===== src/rtl/shared_resource_pipeline_n.sv =====
// ---------------------------------------------------------------------------
// shared_resource_pipeline_n
//
// N-channel front end for a shared, fixed-latency compute resource. Each
// channel owns a small input FIFO with valid/ready handshaking. A round-robin
// arbiter moves one buffered entry per cycle into the shared resource, which
// computes f(x) = (x << 1) + 1. Each result comes back on the output valid of
// the channel it was tagged with. A per-channel flush empties that channel's
// FIFO and kills its in-flight work.
//
// Optional feature macro: SRP_PERF_CNT_EN
//   defined     -> 16-bit saturating grant counter per channel on perf_grant_cnt
//   not defined -> no counter logic, perf_grant_cnt tied to 0
//
// Ports:
//   clk            in   rising-edge clock
//   reset          in   asynchronous, active-high reset
//   global_stall   in   freezes pushes, grants and resource stages
//   in_valid       in   [NUM_CH]          per-channel input valid
//   in_data        in   [NUM_CH*DATA_W]   channel i at [i*DATA_W +: DATA_W]
//   flush          in   [NUM_CH]          per-channel flush
//   in_ready       out  [NUM_CH]          channel FIFO can accept this cycle
//   out_stall      out  [NUM_CH]          complement of in_ready
//   out_valid      out  [NUM_CH]          result valid for channel i
//   out_data       out  [NUM_CH*DATA_W]   per-channel result, holds when idle
//   perf_grant_cnt out  [NUM_CH*16]       per-channel grant counters
// ---------------------------------------------------------------------------
module shared_resource_pipeline_n #(
   parameter int NUM_CH    = 2,
   parameter int DATA_W    = 32,
   parameter int BUF_DEPTH = 4,
   parameter int RES_LAT   = 2
) (
   input  logic                     clk,
   input  logic                     reset,
   input  logic                     global_stall,
   input  logic [NUM_CH-1:0]        in_valid,
   input  logic [NUM_CH*DATA_W-1:0] in_data,
   input  logic [NUM_CH-1:0]        flush,
   output logic [NUM_CH-1:0]        in_ready,
   output logic [NUM_CH-1:0]        out_stall,
   output logic [NUM_CH-1:0]        out_valid,
   output logic [NUM_CH*DATA_W-1:0] out_data,
   output logic [NUM_CH*16-1:0]     perf_grant_cnt
);

   localparam int PTR_W = $clog2(BUF_DEPTH);
   localparam int CNT_W = PTR_W + 1;
   localparam int TAG_W = (NUM_CH > 1) ? $clog2(NUM_CH) : 1;
   localparam int LAST  = RES_LAT - 1;

   logic [DATA_W-1:0] fifo_mem_q [NUM_CH][BUF_DEPTH];
   logic [DATA_W-1:0] fifo_mem_d [NUM_CH][BUF_DEPTH];
   logic [PTR_W-1:0]  rd_ptr_q [NUM_CH];
   logic [PTR_W-1:0]  rd_ptr_d [NUM_CH];
   logic [PTR_W-1:0]  wr_ptr_q [NUM_CH];
   logic [PTR_W-1:0]  wr_ptr_d [NUM_CH];
   logic [CNT_W-1:0]  count_q  [NUM_CH];
   logic [CNT_W-1:0]  count_d  [NUM_CH];
   logic [TAG_W-1:0]  last_grant_q;
   logic [TAG_W-1:0]  last_grant_d;

   logic [RES_LAT-1:0] stg_valid_q;
   logic [RES_LAT-1:0] stg_valid_d;
   logic [TAG_W-1:0]   stg_tag_q  [RES_LAT];
   logic [TAG_W-1:0]   stg_tag_d  [RES_LAT];
   logic [DATA_W-1:0]  stg_data_q [RES_LAT];
   logic [DATA_W-1:0]  stg_data_d [RES_LAT];

   logic [DATA_W-1:0] out_hold_q [NUM_CH];
   logic [DATA_W-1:0] out_hold_d [NUM_CH];

   logic [NUM_CH-1:0] push;
   logic [NUM_CH-1:0] req;
   logic              grant_vld;
   logic [TAG_W-1:0]  grant_idx;
   logic [DATA_W-1:0] grant_data;

   // Handshake and request qualification. in_ready comes only from the
   // registered count, so a full FIFO refuses a push even if it pops in the
   // same cycle. A flushed channel neither pushes nor requests.
   always_comb begin
      in_ready = '0;
      push     = '0;
      req      = '0;
      for (int i = 0; i < NUM_CH; i++) begin
         in_ready[i] = (count_q[i] != CNT_W'(BUF_DEPTH)) && !global_stall;
         push[i]     = in_valid[i] && in_ready[i] && !flush[i];
         req[i]      = (count_q[i] != '0) && !flush[i] && !global_stall;
      end
   end

   assign out_stall = ~in_ready;

   // Round-robin arbiter. The scan runs from the farthest candidate to the
   // nearest, so the channel closest after last_grant overwrites the others.
   always_comb begin
      int cand;
      cand       = 0;
      grant_vld  = 1'b0;
      grant_idx  = '0;
      for (int off = NUM_CH; off >= 1; off--) begin
         cand = int'(last_grant_q) + off;
         if (cand >= NUM_CH) begin
            cand = cand - NUM_CH;
         end
         if (req[TAG_W'(cand)]) begin
            grant_vld = 1'b1;
            grant_idx = TAG_W'(cand);
         end
      end
      grant_data = fifo_mem_q[grant_idx][rd_ptr_q[grant_idx]];
   end

   // FIFO bookkeeping and arbiter pointer. Flush resets the pointers last, so
   // it overrides any same-cycle push or pop on that channel.
   always_comb begin
      logic pop;
      pop          = 1'b0;
      fifo_mem_d   = fifo_mem_q;
      rd_ptr_d     = rd_ptr_q;
      wr_ptr_d     = wr_ptr_q;
      count_d      = count_q;
      last_grant_d = grant_vld ? grant_idx : last_grant_q;
      for (int i = 0; i < NUM_CH; i++) begin
         pop = grant_vld && (grant_idx == TAG_W'(i));
         if (push[i]) begin
            fifo_mem_d[i][wr_ptr_q[i]] = in_data[i*DATA_W +: DATA_W];
            wr_ptr_d[i] = wr_ptr_q[i] + PTR_W'(1);
         end
         if (pop) begin
            rd_ptr_d[i] = rd_ptr_q[i] + PTR_W'(1);
         end
         count_d[i] = count_q[i] + CNT_W'(push[i]) - CNT_W'(pop);
         if (flush[i]) begin
            rd_ptr_d[i] = '0;
            wr_ptr_d[i] = '0;
            count_d[i]  = '0;
         end
      end
   end

   // Shared resource pipeline. Stage 0 computes f(x); the remaining stages just
   // carry the result. The whole pipe holds under global_stall, but the flush
   // kill is applied afterwards so it also works while stalled.
   always_comb begin
      stg_valid_d = stg_valid_q;
      stg_tag_d   = stg_tag_q;
      stg_data_d  = stg_data_q;
      if (!global_stall) begin
         stg_valid_d[0] = grant_vld;
         stg_tag_d[0]   = grant_idx;
         stg_data_d[0]  = {grant_data[DATA_W-2:0], 1'b1};
         for (int s = 1; s < RES_LAT; s++) begin
            stg_valid_d[s] = stg_valid_q[s-1];
            stg_tag_d[s]   = stg_tag_q[s-1];
            stg_data_d[s]  = stg_data_q[s-1];
         end
      end
      for (int s = 0; s < RES_LAT; s++) begin
         if (flush[stg_tag_d[s]]) begin
            stg_valid_d[s] = 1'b0;
         end
      end
   end

   // Output steering. The last stage drives only its tagged channel; every
   // other channel shows its held value from the last result it received.
   always_comb begin
      out_valid  = '0;
      out_data   = '0;
      out_hold_d = out_hold_q;
      for (int i = 0; i < NUM_CH; i++) begin
         out_data[i*DATA_W +: DATA_W] = out_hold_q[i];
         if (stg_valid_q[LAST] && !global_stall && (stg_tag_q[LAST] == TAG_W'(i))) begin
            out_valid[i]                 = 1'b1;
            out_data[i*DATA_W +: DATA_W] = stg_data_q[LAST];
            out_hold_d[i]                = stg_data_q[LAST];
         end
      end
   end

   // Control state registers.
   always_ff @(posedge clk or posedge reset) begin
      if (reset) begin
         last_grant_q <= TAG_W'(NUM_CH - 1);
         stg_valid_q  <= '0;
         for (int i = 0; i < NUM_CH; i++) begin
            rd_ptr_q[i]   <= '0;
            wr_ptr_q[i]   <= '0;
            count_q[i]    <= '0;
            out_hold_q[i] <= '0;
         end
         for (int s = 0; s < RES_LAT; s++) begin
            stg_tag_q[s]  <= '0;
            stg_data_q[s] <= '0;
         end
      end else begin
         last_grant_q <= last_grant_d;
         stg_valid_q  <= stg_valid_d;
         rd_ptr_q     <= rd_ptr_d;
         wr_ptr_q     <= wr_ptr_d;
         count_q      <= count_d;
         out_hold_q   <= out_hold_d;
         stg_tag_q    <= stg_tag_d;
         stg_data_q   <= stg_data_d;
      end
   end

   // FIFO storage needs no reset; the pointers decide what is valid.
   always_ff @(posedge clk) begin
      fifo_mem_q <= fifo_mem_d;
   end

`ifdef SRP_PERF_CNT_EN
   logic [15:0] perf_cnt_q [NUM_CH];
   logic [15:0] perf_cnt_d [NUM_CH];

   // Saturating grant counters. Grants never happen under stall, so the
   // counters hold there without extra gating. Flush does not clear them.
   always_comb begin
      perf_cnt_d     = perf_cnt_q;
      perf_grant_cnt = '0;
      for (int i = 0; i < NUM_CH; i++) begin
         if (grant_vld && (grant_idx == TAG_W'(i)) && (perf_cnt_q[i] != 16'hFFFF)) begin
            perf_cnt_d[i] = perf_cnt_q[i] + 16'd1;
         end
         perf_grant_cnt[i*16 +: 16] = perf_cnt_q[i];
      end
   end

   always_ff @(posedge clk or posedge reset) begin
      if (reset) begin
         for (int i = 0; i < NUM_CH; i++) begin
            perf_cnt_q[i] <= '0;
         end
      end else begin
         perf_cnt_q <= perf_cnt_d;
      end
   end
`else
   assign perf_grant_cnt = '0;
`endif

endmodule

===== config.mk =====
export PLATFORM = sky130hd
export DESIGN_NAME = shared_resource_pipeline_n
export DESIGN_NICKNAME = d
export VERILOG_FILES = /design/src/rtl/shared_resource_pipeline_n.sv
export SDC_FILE = /design/constraint.sdc
export NUM_CORES = 1
export LEC_CHECK = 0
export ABC_AREA = 1
export ABC_CLOCK_PERIOD_IN_PS = 5150
export CORE_MARGIN = 1.5
export CORE_UTILIZATION = 63
export DETAILED_ROUTE_END_ITERATION = 7
export DONT_BUFFER_PORTS = 1
export PLACE_DENSITY_LB_ADDON = 0.15
export SYNTH_ARGS = -nofsm -noshare
export SYNTH_HDL_FRONTEND = slang
export SYNTH_SLANG_ARGS = --single-unit

===== constraint.sdc =====
create_clock -name clk -period 5.15 [get_ports clk]
set_input_delay 0.7725 -clock clk [delete_from_list [all_inputs] [get_ports clk]]
set_output_delay 0.7725 -clock clk [all_outputs]
set_load 0.05 [all_outputs]

==> results of run 1 <==
-- layout by cell type (no fill, tap or decap) --
cell type and count:
a21oi_1 4, a221oi_1 2, buf_12 1, buf_4 38, bufinv_16 6, clkbuf_1 7
clkbuf_16 43, clkbuf_4 1, clkbuf_8 3, clkinv_1 1, clkinv_2 9, clkinv_4 2
conb_1 32, dfrtp_1 146, dfstp_2 1, edfxtp_1 248, fa_1 2, ha_1 12
inv_1 65, inv_2 5, inv_4 2, inv_6 3, nand2_1 741, nand2_2 1
nand2_4 2, nand3_4 1, nand4_1 125, nand4_4 1, nor2_1 13, nor2_2 4
nor2_4 5, nor3_2 2, o21ai_0 39, o21ai_1 65, o21ai_2 2, xnor2_1 2
xor2_1 2
-- worst max-delay path by stage --
stage                      start  cells after the start         endpoint
finish              stg_tag_q[0]                      5     out_data[42]
global route        last_grant_q                     12   stg_data_q[35]
global placement    global_stall                      8  fifo_mem_q[246]
floorplan                  reset                      1       count_q[0]
detailed placement  global_stall                      8  fifo_mem_q[246]
CTS                 stg_tag_q[0]                      5     out_data[54]
-- area by class of cell --
cell class,instances,area (um2)
clock inverters,21,272
fillers,1935,7810
well taps,335,419
flip-flops and latches,395,11100
clock buffers,54,1150
repair buffers,39,305
multi-input cells,1057,4700
inverters,72,277
-- worst reg2reg max path: stages, from the launching register on --
cell and delay [ns]:
dfstp_2 0.54, clkinv_2 0.51, nand3_4 0.28, buf_4 0.36, buf_4 0.84, nand2_1 0.20, nand2_1 0.11, nand2_1 0.05
nand2_1 0.09, nand2_1 0.05, nand2_1 0.18, nand2_1 0.09, nand2_1 0.08
-- per-stage QoR --
stage,setup WS (ns),instances,utilization
global route,1.38,1973,0.700
detailed placement,1.54,1898,0.646
floorplan,0.428,1656,-
finish,1.66,1973,0.700
global placement,1.59,1898,0.646
CTS,1.63,1973,0.700
-- registers in the layout, summed over array words and instances, names as in the netlist --
signal,cells
last_grant_q,1
stg_tag_q,2
wr_ptr_q,4
out_hold_q,64
fifo_mem_q,248
rd_ptr_q,4
stg_data_q,64
count_q,6
stg_valid_q,2
-- layer usage --
metal	track usage	vias to the layer above	share of wire
met5	0	-	0
met4	0.0682	0	0.019
met3	0.0658	59	0.083
met2	0.403	377	0.46
met1	0.357	5128	0.44
li1	-	5299	-
-- power breakdown --
group / switching, mW / leakage, nW / internal [mW]
logic: 1.34 / 3.28 / 0.299
clock network: 1.19 / 0.708 / 1.88
registers: 0.0903 / 4.04 / 3.65
-- cells by family (layout without fill, tap and decap cells) --
kind of cell             after synthesis  count (layout)  share of synthesized area
flip-flops                           395             395                      0.666
XOR/XNOR                               4               4                    0.00210
AO/OA/AOI/OAI                        112             112                     0.0345
buffers and inverters                204             186                     0.0632
other                                  1              32                   0.000225
adder cells (fa/ha/maj)               14              14                     0.0114
AND/OR/NAND/NOR                      895             895                      0.222
==> impl_metrics.py, run 1 <==
metrics = {
    "detailed_routing": {
        "vias": 10900,
        "drt-pass1-iter-count": 5,
        "drc": 0,
        "wl_per_cell_um": 17.7,
        "avgViaCountPerCell": 5.51,
        "drtAntennaViolNets": 0,
        "drt_iter0_drc": 926,
        "postRouteWirelength_um": 35000,
    },
    "cells_and_area": {
        "design_area_mm2": 0.0183,
        "final_nets": 1691,
        "area_growth_pct": 9.31,
        "drive_gt1_frac": 0.0806,
        "diodes": 0,
    },
    "logic_synthesis": {
        "yosysMostFrequentCell": "nand2_1",
        "synthDistinctLibCells": 29,
        "synth_top_area_cell": "edfxtp_1",
        "synth_edf_count": 248,
        "synth_cells": 1625,
        "yosys-top-cells-count": "742 x nand2_1, 248 x edfxtp_1, 146 x dfrtp_1",
        "seq_area_frac_synth": 0.666,
        "synthArstFlopShare": 0.372,
        "synth_area_per_cell_um2": 10.3,
        "synth_ff_type": "edfxtp_1",
        "synth-seq-cells": 395,
        "ys_warn_count": 0,
        "netlist_top_cells_area": "edfxtp_1 45%, dfrtp_1 22%, nand2_1 17%",
        "mappedNetlistArea_mm2": 0.0167,
        "synth_top_area_share": 0.446,
    },
    "clock_network": {
        "insertion_delay_ns": 0.53,
        "clkSlewWorstSetupHoldPaths_ns": 0.06,
        "cts_resized": 0,
        "htree_levels": 2,
        "cts.sinks": 395,
        "cts_tree": "yes",
        "cts-hold-fix-buffers": 0,
        "cts_root_buf": "clkbuf_16",
        "cts_made_buffers": 41,
        "ctsLongestPathBuffers": 3,
        "post_cts_buffers": 0,
    },
    "grt": {
        "grtUsageTotal": 0.255,
        "antenna_found_initial": 0,
        "grt_pass1_wl_um": 55300,
        "grt_pass1_vias": 10200,
        "overflow": 0,
        "grt_max_degree": 102,
    },
    "sta": {
        "skew_ns": 0.0202,
        "hold_viol_final": 0,
        "max_freq_ghz": 0.287,
        "layout_min_cycle_time_ns": 3.49,
        "finalCritPeriodShare": 0.678,
        "final-setup-viol-count": 0,
        "maxSlewViolCount": 0,
        "slew_headroom": 0.291,
        "fin_hold_ws_ns": 0.269,
        "worstMarginPinSlew_ns": 1.06,
        "rsz0062_at_grt": "false",
        "setup_tns_ns": 0,
    },
    "critical_path": {
        "path_buf_inv": 3,
        "worstSetupPathType": "reg2out",
        "regToRegStartpoint": "last_grant_q",
        "cp_top_family": "compound AO/OA/AOI/OAI gates",
        "critPathRequiredTime_ns": 4.38,
        "worstPathCellList": "inv_1, nor3_2, buf_4, inv_2, o21ai_1",
        "worstPathMaxFanout": 64,
        "rr_worst_depth": 12,
        "endpoint_kind": "output port",
        "cp_slowest_cell": "o21ai_1",
        "cp-start-kind": "flop",
        "regToRegSetupSlack_ns": 1.70,
        "worstReg2RegEnd": "stg_data_q[34]",
        "worstPathArrival_ns": 2.72,
        "max_stage_delay_ns": 0.97,
    },
    "power": {
        "power.total_mw": 8.45,
        "vdd_ir_drop_max_uv": 454,
        "p_leak_nw": 8.03,
        "power-per-cell-area_mw_per_mm2": 463,
    },
    "floorplanning": {
        "core_area_mm2": 0.0261,
        "die_x_um": 166,
        "ios": 173,
        "start_util": 0.641,
        "dieArea_mm2": 0.0275,
        "rows": 59,
        "die_h_um": 166,
    },
    "worst_hold_path": {
        "hold_path_class": "in2async",
    },
    "place": {
        "gp_congestion": 0.774,
        "dp_hpwl_um": 19900,
        "place_area_mm2": 0.0168,
        "io_buffer_count": 0,
    },
    "status": {
        "outcome": "finished clean",
    },
    "flow_run": {
        "cap_violations": 0,
    },
}
(Power assumes the default switching activity.)
==> run 2, diff against run 1 <==
- ABC_CLOCK_PERIOD_IN_PS: 5150 -> 2900
- CORE_UTILIZATION: 63 -> 57
- clock period: 5.15 -> 2.9 ns (I/O delays scaled with it)
==> impl_metrics.py, run 2 (synthesis gave the netlist of run 1 again) <==
metrics = {
    "status": {
        "outcome": "finished clean",
    },
    "detailed_routing": {
        "drt_iter0_drc": 923,
        "vias": 11300,
        "drt-pass1-iter-count": 7,
        "drtAntennaViolNets": 0,
        "wl_per_cell_um": 17.2,
        "avgViaCountPerCell": 5.26,
        "drc": 0,
        "postRouteWirelength_um": 37100,
    },
    "floorplanning": {
        "start_util": 0.580,
        "rows": 62,
        "die_h_um": 174,
        "die_x_um": 174,
        "dieArea_mm2": 0.0303,
        "ios": 173,
        "core_area_mm2": 0.0288,
    },
    "sta": {
        "fin_ws_ns": 0.306,
        "finalCritPeriodShare": 0.894,
        "rsz0062_at_grt": "false",
        "slew_headroom": 0.458,
        "max_freq_ghz": 0.386,
        "final-setup-viol-count": 0,
        "layout_min_cycle_time_ns": 2.59,
        "worstMarginPinSlew_ns": 0.813,
        "maxSlewViolCount": 0,
        "setup_tns_ns": 0,
        "skew_ns": 0.0132,
        "hold_viol_final": 0,
    },
    "critical_path": {
        "worstPathMaxFanout": 5,
        "worstSetupPathType": "reg2reg",
        "endpoint_kind": "flop",
        "worstPathArrival_ns": 3.00,
        "rr_worst_depth": 14,
        "cp-start-kind": "flop",
        "critPathRequiredTime_ns": 3.31,
    },
    "worst_hold_path": {
        "hold_path_class": "in2reg",
        "hold_depth": 2,
    },
    "cells_and_area": {
        "layout_common_cells": "741 x nand2_1, 248 x edfxtp_1, 146 x dfrtp_1",
        "area_growth_pct": 17.2,
        "design_area_mm2": 0.0196,
        "final_common_cell": "nand2_1",
        "largest_reg_flops": 248,
        "drive_gt1_frac": 0.106,
        "top_regs": "fifo_mem_q: 248 flops, out_hold_q: 64 flops, stg_data_q: 64 flops",
        "regMostFlops": "fifo_mem_q",
        "final_nets": 1821,
        "post_layout_nonfiller_instances": 2153,
    },
    "power": {
        "switchingPower_mw": 4.77,
        "p_leak_nw": 8.62,
        "clock_power_share": 0.348,
        "power-per-cell-area_mw_per_mm2": 785,
        "p_sw_frac": 0.310,
        "seqPwrFrac": 0.432,
        "vdd_ir_drop_max_uv": 623,
        "p_comb_frac": 0.219,
        "p_int_mw": 10.6,
    },
    "clock_network": {
        "cts_tree": "yes",
        "clkSlewWorstSetupHoldPaths_ns": 0.06,
        "cts_root_buf": "clkbuf_16",
        "insertion_delay_ns": 0.53,
        "cts.sinks": 395,
        "ctsLongestPathBuffers": 3,
        "htree_levels": 2,
        "cts_made_buffers": 42,
    },
    "grt": {
        "overflow": 0,
        "grt_pass1_wl_um": 59800,
        "grt_max_degree": 126,
        "antenna_found_initial": 2,
        "grtUsageTotal": 0.250,
        "grt_pass1_vias": 11000,
    },
    "place": {
        "dp_hpwl_um": 21500,
        "dp_cells": 2010,
        "io_buffer_count": 0,
        "dp_worst_setup_slack_ns": 0.340,
        "gp_congestion": 0.781,
        "place_area_mm2": 0.0175,
    },
    "flow_run": {
        "cap_violations": 0,
    },
}
==> run 2: what timing repair did <==
action,4_1_cts,5_1_grt
endpoints found under the hold margin,282,0
hold buffers,66,0
endpoints found under the setup margin,0,49
setup buffers,0,0
gates resized for setup,0,4
==> run 2: path summary, 6_finish.rpt <==
| kind | start | end | slack (ns) |
|---|---|---|---|
| worst max-delay path | count_q[1] | count_q[2] | 0.31 |
| worst min-delay path | global_stall | stg_data_q[34] | 0.03 |
| worst max register to register | count_q[1] | count_q[2] | 0.31 |
| worst min register to register | stg_data_q[32] | stg_data_q[32] | 0.44 |
| max in group asynchronous | reset | out_hold_q[12] | 1.54 |
| min in group asynchronous | reset | out_hold_q[40] | 0.45 |
==> run 2: stage by stage <==
stage,power [mW],hold slack (ns),util
2_1_floorplan,9.20,0.411,-
3_3_place_gp,9.93,0.400,0.608
3_5_place_dp,9.99,0.406,0.608
4_1_cts,15.4,0.00672,0.679
5_1_grt,16.0,0.0124,0.680
6_report,15.4,0.0294,0.680
==> run 2: routing by layer <==
metal | routed length (um) | track usage | vias to the layer above | part of all wire
met5 | 0 | 0 | - | 0
met3 | 2400 | 0.0459 | 59 | 0.065
met1 | 17000 | 0.361 | 5319 | 0.46
met4 | 725 | 0.0754 | 0 | 0.020
met2 | 16900 | 0.390 | 380 | 0.46
li1 | - | - | 5557 | -
==> run 2: power groups by stage <==
| stage | Sequential, mW | Clock, mW | Combinational (mW) |
|---|---|---|---|
| after floorplan | 6.72 | 0 | 2.48 |
| after global placement | 6.74 | 0 | 3.19 |
| after detailed placement | 6.75 | 0 | 3.23 |
| after CTS | 6.64 | 5.44 | 3.36 |
| after global routing | 6.68 | 5.68 | 3.67 |
| final | 6.64 | 5.35 | 3.37 |
==> run 2: final cells by class <==
type / count / area (um2)
timing repair buffer: 168 / 1550
clock inverter: 19 / 195
inverter: 72 / 284
clock buffer: 56 / 1200
antenna: 2 / 5.00
multi-input combinational: 1057 / 4720
tap: 384 / 480
fill: 2154 / 9220
sequential: 395 / 11100
==> run 2: critical path: stages (launching register included) <==
cell,delay [ns]
dfrtp_1,0.43
nor2_1,0.12
nand2_1,0.06
nand2_1,0.12
clkinvlp_4,0.10
nand2_1,0.12
nor2_1,0.09
inv_1,0.30
ha_1,0.31
inv_1,0.06
ha_1,0.13
inv_1,0.05
fa_1,0.37
xor2_1,0.16
nor2_1,0.05
